<file path="src/rtl/mutex_buffer_pkg.sv">
// mutex_buffer_pkg: shared limits and free-buffer search helpers for mutex_buffer_n
package mutex_buffer_pkg;
  localparam int MAX_READER_NUM = 6;
  localparam int MAX_BUFF_NUM = MAX_READER_NUM + 2;
  localparam int MAX_IDX_W = $clog2(MAX_BUFF_NUM);
  typedef logic [MAX_BUFF_NUM-1:0] bmp_t;
  typedef struct packed {
    bmp_t oh;
    logic [MAX_IDX_W-1:0] idx;
    logic full;
  } free_t;
  function automatic logic [MAX_IDX_W-1:0] onehot_to_idx(input bmp_t oh);
    logic [MAX_IDX_W-1:0] idx;
    idx = '0;
    for (int k = 0; k < MAX_BUFF_NUM; k++) idx |= oh[k] ? MAX_IDX_W'(k) : '0;
    return idx;
  endfunction
  // Lowest clear bit of busy as one-hot; all-ones busy yields an empty one-hot and full=1.
  function automatic free_t lowest_free(input bmp_t busy);
    free_t f;
    f.oh = ~busy & (busy + 1'b1);
    f.idx = onehot_to_idx(f.oh);
    f.full = &busy;
    return f;
  endfunction
endpackage

</file>
<file path="src/rtl/mutex_buffer_n_if.sv">
// mutex_buffer_n_if: writer/reader buffer-ownership bus; MUTEX_BUFFER_FRAME_SEQ_EN adds r_seq
interface mutex_buffer_n_if #(
  parameter int ADDR_W = 32,
  parameter int READER_NUM = 2,
  parameter int IDX_W = 3
);
  localparam int BUFF_NUM = READER_NUM + 2;
  logic [BUFF_NUM*ADDR_W-1:0] buf_addr;
  logic w_sof;
  logic wr_done;
  logic [ADDR_W-1:0] w_addr;
  logic [IDX_W-1:0] w_idx;
  logic [READER_NUM-1:0] r_sof;
  logic [READER_NUM-1:0] r_release;
  logic [READER_NUM*ADDR_W-1:0] r_addr;
  logic [READER_NUM*IDX_W-1:0] r_idx;
  logic [READER_NUM-1:0] r_fresh;
  logic alloc_err;
`ifdef MUTEX_BUFFER_FRAME_SEQ_EN
  logic [READER_NUM*16-1:0] r_seq;
`endif
  modport slave (
    input buf_addr, w_sof, r_sof, r_release,
    output wr_done, w_addr, w_idx, r_addr, r_idx, r_fresh, alloc_err
`ifdef MUTEX_BUFFER_FRAME_SEQ_EN
    , output r_seq
`endif
  );
  modport master (
    output buf_addr, w_sof, r_sof, r_release,
    input wr_done, w_addr, w_idx, r_addr, r_idx, r_fresh, alloc_err
`ifdef MUTEX_BUFFER_FRAME_SEQ_EN
    , input r_seq
`endif
  );
endinterface

</file>
<file path="src/rtl/mutex_buffer_rd_slot.sv">
// mutex_buffer_rd_slot: one reader's held buffer, freshness tracking; MUTEX_BUFFER_FRAME_SEQ_EN adds seq
module mutex_buffer_rd_slot #(
  parameter int ADDR_W = 32,
  parameter int IDX_W = 3,
  parameter int BUFF_NUM = 4
) (
  input  logic clk,
  input  logic resetn,
  input  logic sof,
  input  logic rel,
  input  logic w_sof,
  input  logic [ADDR_W-1:0] w_addr,
  input  logic [IDX_W-1:0] w_idx,
  input  logic [BUFF_NUM-1:0] w_bmp,
  input  logic [ADDR_W-1:0] last_addr,
  input  logic [IDX_W-1:0] last_idx,
  input  logic [BUFF_NUM-1:0] last_bmp,
`ifdef MUTEX_BUFFER_FRAME_SEQ_EN
  input  logic [15:0] w_seq,
  input  logic [15:0] last_seq,
  output logic [15:0] seq,
`endif
  output logic [ADDR_W-1:0] addr,
  output logic [IDX_W-1:0] idx,
  output logic [BUFF_NUM-1:0] bmp,
  output logic fresh
);
  logic pending;
  // A frame completing in the same cycle as sof is the one handed over; otherwise the last complete frame.
  always_ff @(posedge clk)
    if (!resetn) begin
      addr <= '0;
      idx <= '0;
      bmp <= '0;
      fresh <= 1'b0;
      pending <= 1'b0;
    end else begin
      addr <= sof ? (w_sof ? w_addr : last_addr) : addr;
      idx <= sof ? (w_sof ? w_idx : last_idx) : idx;
      bmp <= sof ? (w_sof ? w_bmp : last_bmp) : rel ? '0 : bmp;
      fresh <= sof ? (pending | w_sof) : fresh;
      pending <= sof ? 1'b0 : (pending | w_sof);
    end
`ifdef MUTEX_BUFFER_FRAME_SEQ_EN
  // Sequence number travels with the latched buffer.
  always_ff @(posedge clk)
    if (!resetn) seq <= '0;
    else seq <= sof ? (w_sof ? w_seq : last_seq) : seq;
`endif
endmodule

</file>
<file path="src/rtl/mutex_buffer_n.sv">
// mutex_buffer_n: one-writer / N-reader frame buffer arbiter; MUTEX_BUFFER_FRAME_SEQ_EN adds frame sequence numbers
module mutex_buffer_n
  import mutex_buffer_pkg::*;
#(
  parameter int C_ADDR_WIDTH = 32,
  parameter int C_READER_NUM = 2,
  parameter int C_BUFF_IDX_WIDTH = 3
) (
  input logic clk,
  input logic resetn,
  mutex_buffer_n_if.slave bus
);
  localparam int C_BUFF_NUM = C_READER_NUM + 2;
  logic [C_ADDR_WIDTH-1:0] w_addr, last_addr;
  logic [C_BUFF_IDX_WIDTH-1:0] w_idx, last_idx;
  logic [C_BUFF_NUM-1:0] w_bmp, last_bmp, busy;
  logic [C_BUFF_NUM-1:0] r_bmp [C_READER_NUM];
  logic [C_ADDR_WIDTH-1:0] r_addr_a [C_READER_NUM];
  logic [C_BUFF_IDX_WIDTH-1:0] r_idx_a [C_READER_NUM];
  bmp_t busy_pad;
  free_t fr;
  logic none_free, alloc_err;
  assign bus.wr_done = bus.w_sof;
  assign bus.w_addr = w_addr;
  assign bus.w_idx = w_idx;
  assign bus.alloc_err = alloc_err;
  assign none_free = fr.full | (|(fr.oh >> C_BUFF_NUM));
  // Buffers held by the writer or any reader; bits beyond the pool read as busy.
  always_comb begin
    busy = w_bmp;
    for (int i = 0; i < C_READER_NUM; i++) busy |= r_bmp[i];
    busy_pad = '1;
    busy_pad[C_BUFF_NUM-1:0] = busy;
    fr = lowest_free(busy_pad);
  end
  // Writer rotation: retire current buffer as last complete, claim the lowest free one.
  always_ff @(posedge clk)
    if (!resetn) begin
      w_addr <= bus.buf_addr[C_ADDR_WIDTH +: C_ADDR_WIDTH];
      w_idx <= C_BUFF_IDX_WIDTH'(1);
      w_bmp <= C_BUFF_NUM'(2);
      last_addr <= bus.buf_addr[0 +: C_ADDR_WIDTH];
      last_idx <= '0;
      last_bmp <= C_BUFF_NUM'(1);
      alloc_err <= 1'b0;
    end else if (bus.w_sof) begin
      last_addr <= w_addr;
      last_idx <= w_idx;
      last_bmp <= w_bmp;
      w_addr <= none_free ? bus.buf_addr[C_ADDR_WIDTH +: C_ADDR_WIDTH]
                          : bus.buf_addr[int'(fr.idx)*C_ADDR_WIDTH +: C_ADDR_WIDTH];
      w_idx <= none_free ? C_BUFF_IDX_WIDTH'(1) : C_BUFF_IDX_WIDTH'(fr.idx);
      w_bmp <= none_free ? C_BUFF_NUM'(2) : fr.oh[C_BUFF_NUM-1:0];
      alloc_err <= alloc_err | none_free;
    end
`ifdef MUTEX_BUFFER_FRAME_SEQ_EN
  logic [15:0] seq, last_seq;
  logic [15:0] r_seq_a [C_READER_NUM];
  // Frame counter; the number of the completed frame moves into last on each w_sof.
  always_ff @(posedge clk)
    if (!resetn) begin
      seq <= '0;
      last_seq <= '0;
    end else if (bus.w_sof) begin
      seq <= seq + 16'd1;
      last_seq <= seq;
    end
`endif
  for (genvar i = 0; i < C_READER_NUM; i++) begin : g_rd
    mutex_buffer_rd_slot #(
      .ADDR_W(C_ADDR_WIDTH),
      .IDX_W(C_BUFF_IDX_WIDTH),
      .BUFF_NUM(C_BUFF_NUM)
    ) u_slot (
      .clk(clk),
      .resetn(resetn),
      .sof(bus.r_sof[i]),
      .rel(bus.r_release[i]),
      .w_sof(bus.w_sof),
      .w_addr(w_addr),
      .w_idx(w_idx),
      .w_bmp(w_bmp),
      .last_addr(last_addr),
      .last_idx(last_idx),
      .last_bmp(last_bmp),
`ifdef MUTEX_BUFFER_FRAME_SEQ_EN
      .w_seq(seq),
      .last_seq(last_seq),
      .seq(r_seq_a[i]),
`endif
      .addr(r_addr_a[i]),
      .idx(r_idx_a[i]),
      .bmp(r_bmp[i]),
      .fresh(bus.r_fresh[i])
    );
    assign bus.r_addr[i*C_ADDR_WIDTH +: C_ADDR_WIDTH] = r_addr_a[i];
    assign bus.r_idx[i*C_BUFF_IDX_WIDTH +: C_BUFF_IDX_WIDTH] = r_idx_a[i];
`ifdef MUTEX_BUFFER_FRAME_SEQ_EN
    assign bus.r_seq[i*16 +: 16] = r_seq_a[i];
`endif
  end
endmodule

</file>
<file path="src/flat_wrapper.sv">
// flat-port wrapper written by rule: the top's interface ports become plain ports
module mutex_buffer_n_flat import mutex_buffer_pkg::*;
#(
  parameter int C_ADDR_WIDTH = 32,
  parameter int C_READER_NUM = 2,
  parameter int C_BUFF_IDX_WIDTH = 3
)
  (clk, resetn, bus_buf_addr, bus_w_sof, bus_r_sof, bus_r_release, bus_wr_done, bus_w_addr, bus_w_idx, bus_r_addr, bus_r_idx, bus_r_fresh, bus_alloc_err);
  mutex_buffer_n_if bus_i ();
  input logic clk;
  input logic resetn;
  input wire logic [$bits(bus_i.buf_addr)-1:0] bus_buf_addr;
  input wire logic [$bits(bus_i.w_sof)-1:0] bus_w_sof;
  input wire logic [$bits(bus_i.r_sof)-1:0] bus_r_sof;
  input wire logic [$bits(bus_i.r_release)-1:0] bus_r_release;
  output wire logic [$bits(bus_i.wr_done)-1:0] bus_wr_done;
  output wire logic [$bits(bus_i.w_addr)-1:0] bus_w_addr;
  output wire logic [$bits(bus_i.w_idx)-1:0] bus_w_idx;
  output wire logic [$bits(bus_i.r_addr)-1:0] bus_r_addr;
  output wire logic [$bits(bus_i.r_idx)-1:0] bus_r_idx;
  output wire logic [$bits(bus_i.r_fresh)-1:0] bus_r_fresh;
  output wire logic [$bits(bus_i.alloc_err)-1:0] bus_alloc_err;
  assign bus_i.buf_addr = bus_buf_addr;
  assign bus_i.w_sof = bus_w_sof;
  assign bus_i.r_sof = bus_r_sof;
  assign bus_i.r_release = bus_r_release;
  assign bus_wr_done = bus_i.wr_done;
  assign bus_w_addr = bus_i.w_addr;
  assign bus_w_idx = bus_i.w_idx;
  assign bus_r_addr = bus_i.r_addr;
  assign bus_r_idx = bus_i.r_idx;
  assign bus_r_fresh = bus_i.r_fresh;
  assign bus_alloc_err = bus_i.alloc_err;
  mutex_buffer_n #(.C_ADDR_WIDTH(C_ADDR_WIDTH), .C_READER_NUM(C_READER_NUM), .C_BUFF_IDX_WIDTH(C_BUFF_IDX_WIDTH)) u_core (.clk(clk), .resetn(resetn), .bus(bus_i));
endmodule
</file>
<file path="config.mk">
export PLATFORM = sky130hd
export DESIGN_NAME = mutex_buffer_n_flat
export DESIGN_NICKNAME = d
export VERILOG_FILES = /design/src/rtl/mutex_buffer_pkg.sv /design/src/rtl/mutex_buffer_n_if.sv /design/src/rtl/mutex_buffer_rd_slot.sv /design/src/rtl/mutex_buffer_n.sv /design/src/flat_wrapper.sv
export SDC_FILE = /design/constraint.sdc
export NUM_CORES = 1
export LEC_CHECK = 0
export CORE_MARGIN = 1.5
export CORE_UTILIZATION = 57
export DETAILED_ROUTE_END_ITERATION = 10
export DONT_BUFFER_PORTS = 1
export GPL_TIMING_DRIVEN = 1
export HOLD_SLACK_MARGIN = 0.1
export PLACE_DENSITY = 0.75
export SLEW_MARGIN = 25
export SYNTH_ARGS = -nofsm -noshare
export SYNTH_HDL_FRONTEND = slang
export SYNTH_SLANG_ARGS = --single-unit
</file>
<file path="constraint.sdc">
create_clock -name clk -period 1.8 [get_ports clk]
set_clock_uncertainty 0.1 [all_clocks]
set_input_delay 0.18 -clock clk [delete_from_list [all_inputs] [get_ports clk]]
set_output_delay 0.18 -clock clk [all_outputs]
set_load 0.01 [all_outputs]
</file>
==> summary.txt, run 1 <==
Ys Warns: 0
Post-synth EDFFs: 32
Post-CTS Setup Inserts: 10
Ranking of synthesized cells by area: dfxtp_1 (39%), edfxtp_1 (15%), a211oi_1 (7.5%)
Syn Area/Cell: 10.2 um^2
Die width: 110 um
Num CTS Buffers: 17
Status: aborted with a tool error
CTS Hold Bufs: 160
Post-synthesis cell type count: 37
First error: [ERROR RSZ-0060] Max buffer count reached.
Stopping stage: clock tree synthesis
Mapped Cells: 647
Synth top area share: 39.0%
Hpwl dp: 11.4 mm
Seq cells post-synth: 160
Cell Area, Synth: 0.00658 mm^2
Clock sink count: 160
Port Buf Inserts: 0
Io pins: 244
CTS Buffer Depth: 2
Cell row count: 39
Syn_nets: 782
Post-cts sizing count: 42
H-tree levels: 4
Root buffer cell: clkbuf_16
Gpl congestion: 0.847
Initial core utilization: 58.1%
Die Y: 110 um
Post-synth top flop: dfxtp_1
Seq/Total Area, Yosys: 53.6%
Async S/R FF share, synth: 0%
Yosys top cell by area: dfxtp_1
Dpl cells: 751
-- Yosys cell counts, types with 2 or more instances --
library cell    n
dfxtp_1       128
nor2_1        122
a211oi_1       66
a21oi_1        43
mux2i_1        36
clkbuf_1       33
edfxtp_1       32
a22o_1         31
o221a_2        23
or3_2          22
nand2_1        17
buf_2          15
or3_1          12
o221a_1         8
buf_1           7
nand2b_1        7
buf_4           6
nand3_1         6
o21ai_0         6
inv_1           3
mux2_2          3
nor3_1          3
buf_6           2
nor3b_1         2
o211ai_1        2
-- metrics by stage --
| step | area (um^2) | hold slack [ps] | worst slack [ps] |
|---|---|---|---|
| global placement | 6720 | 163 | -289 |
| floorplan | 6580 | 224 | 27.3 |
| detailed placement | 6720 | 170 | -351 |
-- kinds of logic after synthesis --
logic type / synth area share [%]
other: 0.0570
flip-flops: 53.6
buffers and inverters: 4.68
AO/OA/AOI/OAI: 21.8
multiplexers: 5.99
AND/OR/NAND/NOR: 13.9
==> run 2: changes to the inputs <==
Settings changed: CORE_UTILIZATION 57 to 40, HOLD_SLACK_MARGIN 0.1 to default, PLACE_DENSITY 0.75 to default, PLACE_DENSITY_LB_ADDON from default to 0.15.
Clock period 1.8 ns to 2.3 ns, I/O delays scaled along.
==> run 2 against run 1 <==
Synthesized cell count did not move. Synthesized area unchanged. The flow now finishes without violations.
==> summary.txt, run 2 <==
Iteration-0 DRC count of the detailed router: 304
Syn Area/Cell: 10.2 um^2
Hold Path Class: in2reg
Wire length of the first global-routing pass: 28.4 mm
Slew headroom: 66.1%
Post-CTS Setup Inserts: 0
Clock sink count: 160
Tcrit/Tclk final: 88.4%
Vias per cell: 5.58
FF+latch area: 0.00352 mm^2
Seq cells post-synth: 160
WS Path Type: reg2reg
Setup WS post-layout: 266 ps
Post-synthesis cell type count: 37
Endpoints failing setup: 0
Die Y: 131 um
Slew @ Worst Pin: 495 ps
Fin nets: 797
Port Buf Inserts: 0
Seq/Total Area, Yosys: 53.6%
Largest regs: u_core.g_rd.u_slot.addr: 64 flops, u_core.bus.w_addr: 32 flops, u_core.last_addr: 32 flops
Core Region: 0.0159 mm^2
Area growth, synth to finish: 18.3%
Ranking of synthesized cells by area: dfxtp_1 (39%), edfxtp_1 (15%), a211oi_1 (7.5%)
Commonest non-fill, non-tap cell in the layout: dfxtp_1
Final-layout fill cell count: 1519
First-pass detailed-route iteration total: 4
Total gr overflow: 0
LEAKAGE: 2.97 nW
Clk_lat worst skew: 430 ps
Worst setup SP type: flop
Worst-path maximum fanout: 13
Placement Setup Slack: 306 ps
RSZ-0062 raised after global routing: no
Most flops, register: u_core.g_rd.u_slot.addr
H-tree levels: 4
Share of post-route cells with drive strength above 1: 15.4%
Pwr dens: 917 mW/mm^2
Die width: 131 um
Hpwl dp: 12.2 mm
Mapped Cells: 647
Gpl congestion: 0.791
Setup TNS: 0 ps
Final hold violations: 0
Fmax achieved: 492 MHz
Max IR drop VDD: 502 uV
Most frequent cells in the layout: dfxtp_1 (128), nor2_1 (120), a211oi_1 (66)
GRT Total Usage: 21.3%
Maxcap violations: 0
Initial core utilization: 41.2%
TritonCTS clock tree: yes
Status: finished clean
Initial antenna violation count: 0
PnR Total Power: 7.14 mW
Cell row count: 46
Worst hold slack: 17.9 ps
Largest register FFs: 64
Post-synth top flop: dfxtp_1
Async S/R FF share, synth: 0%
DRT Wirelength: 18.2 mm
Cell Area, Synth: 0.00658 mm^2
Final ANT Viol Nets: 0
DIE AREA: 0.0172 mm^2
WP data arrival: 2190 ps
Max Slew Vio Count: 0
Multi-input gate area: 0.00276 mm^2
Ys Warns: 0
Total number of vias: 4978
Dpl cells: 814
Non-Filler Instances: 892
Vias in the first global route: 4882
CTS Buffer Depth: 2
DRC errors left: 0
Syn_nets: 782
Worst Path Required: 2450 ps
Post-synth EDFFs: 32
Most frequent cell after synthesis: dfxtp_1
Post-synth top cells: dfxtp_1 (128), nor2_1 (122), a211oi_1 (66), a21oi_1 (43), mux2i_1 (36)
WL/cell: 20.5 um
Num CTS Buffers: 17
Worst Setup End Kind: flop
Io pins: 244
Yosys top cell by area: dfxtp_1
Synth top area share: 39.0%
Largest net degree at the start of global routing: 79
Root buffer cell: clkbuf_16
Tmin final: 2030 ps
Clock transition at path regs: 60 ps
==> run 2: cell counts after synthesis <==
Identical to the previous run, type by type.
==> run 2: area by class of cell <==
type / instances / share of cell area (%)
inverter: 4 / 0.193
clock inverter: 9 / 1.06
timing repair buffer: 59 / 8.43
antenna: 1 / 0.0322
tap: 216 / 3.47
multi-input combinational: 420 / 35.5
sequential: 160 / 45.3
clock buffer: 23 / 6.01
==> run 2: path summary, 6_finish.rpt <==
kind | startpoint | to | slack, ps | cells after the start
min reg2reg | u_core.g_rd[0].u_slot.pending$_SDFF_PP0_ | u_core.g_rd[0].u_slot.pending$_SDFF_PP0_ | 350 | 2
max | u_core.w_bmp[2]$_SDFFE_PN0P_ | u_core.bus.w_addr[30]$_DFFE_PP_ | 270 | 5
min | bus_w_sof | u_core.last_addr[9]$_DFF_P_ | 20 | 2
max reg2reg | u_core.w_bmp[2]$_SDFFE_PN0P_ | u_core.bus.w_addr[30]$_DFFE_PP_ | 270 | 5
==> run 2: per-stage QoR <==
| stage | area (um^2) | util, % |
|---|---|---|
| finish | 7780 | 48.8 |
| global placement | 6720 | 42.1 |
| detailed placement | 6720 | 42.1 |
| CTS | 7780 | 48.8 |
| global route | 7780 | 48.8 |
| floorplan | 6580 | - |
==> run 2: per-layer routing <==
metal	track usage, %	vias to the layer above	part of all wire [%]
li1	-	2422	-
met1	25.7	2359	42
met2	35.4	178	48
met3	7.18	19	7.9
met4	7.74	0	1.6
met5	0	-	0
==> run 2: critical path, stage by stage, from the launching register on <==
cell,delay [ps]
dfxtp_1,330
or3_1,530
a211oi_4,340
buf_4,270
nor3_2,70
a311oi_2,230
==> run 2: cells by family after synthesis <==
group                  after synthesis  share of synthesized area, %
buffers and inverters               67                          4.68
multiplexers                        39                          5.99
AO/OA/AOI/OAI                      184                          21.8
AND/OR/NAND/NOR                    196                          13.9
flip-flops                         160                          53.6
other                                1                        0.0570
==> run 2: what timing repair did <==
action,CTS,global route
hold endpoints to repair,160,0
hold buffers,45,0
resized for setup,0,0
==> run 2: where the power goes <==
| group | switching, mW | internal [mW] | total [mW] |
|---|---|---|---|
| Sequential | 0.287 | 3.19 | 3.47 |
| Combinational | 0.546 | 0.470 | 1.02 |
| Clock | 1.10 | 1.54 | 2.65 |
Note: power is estimated with default switching activity, not from simulation.
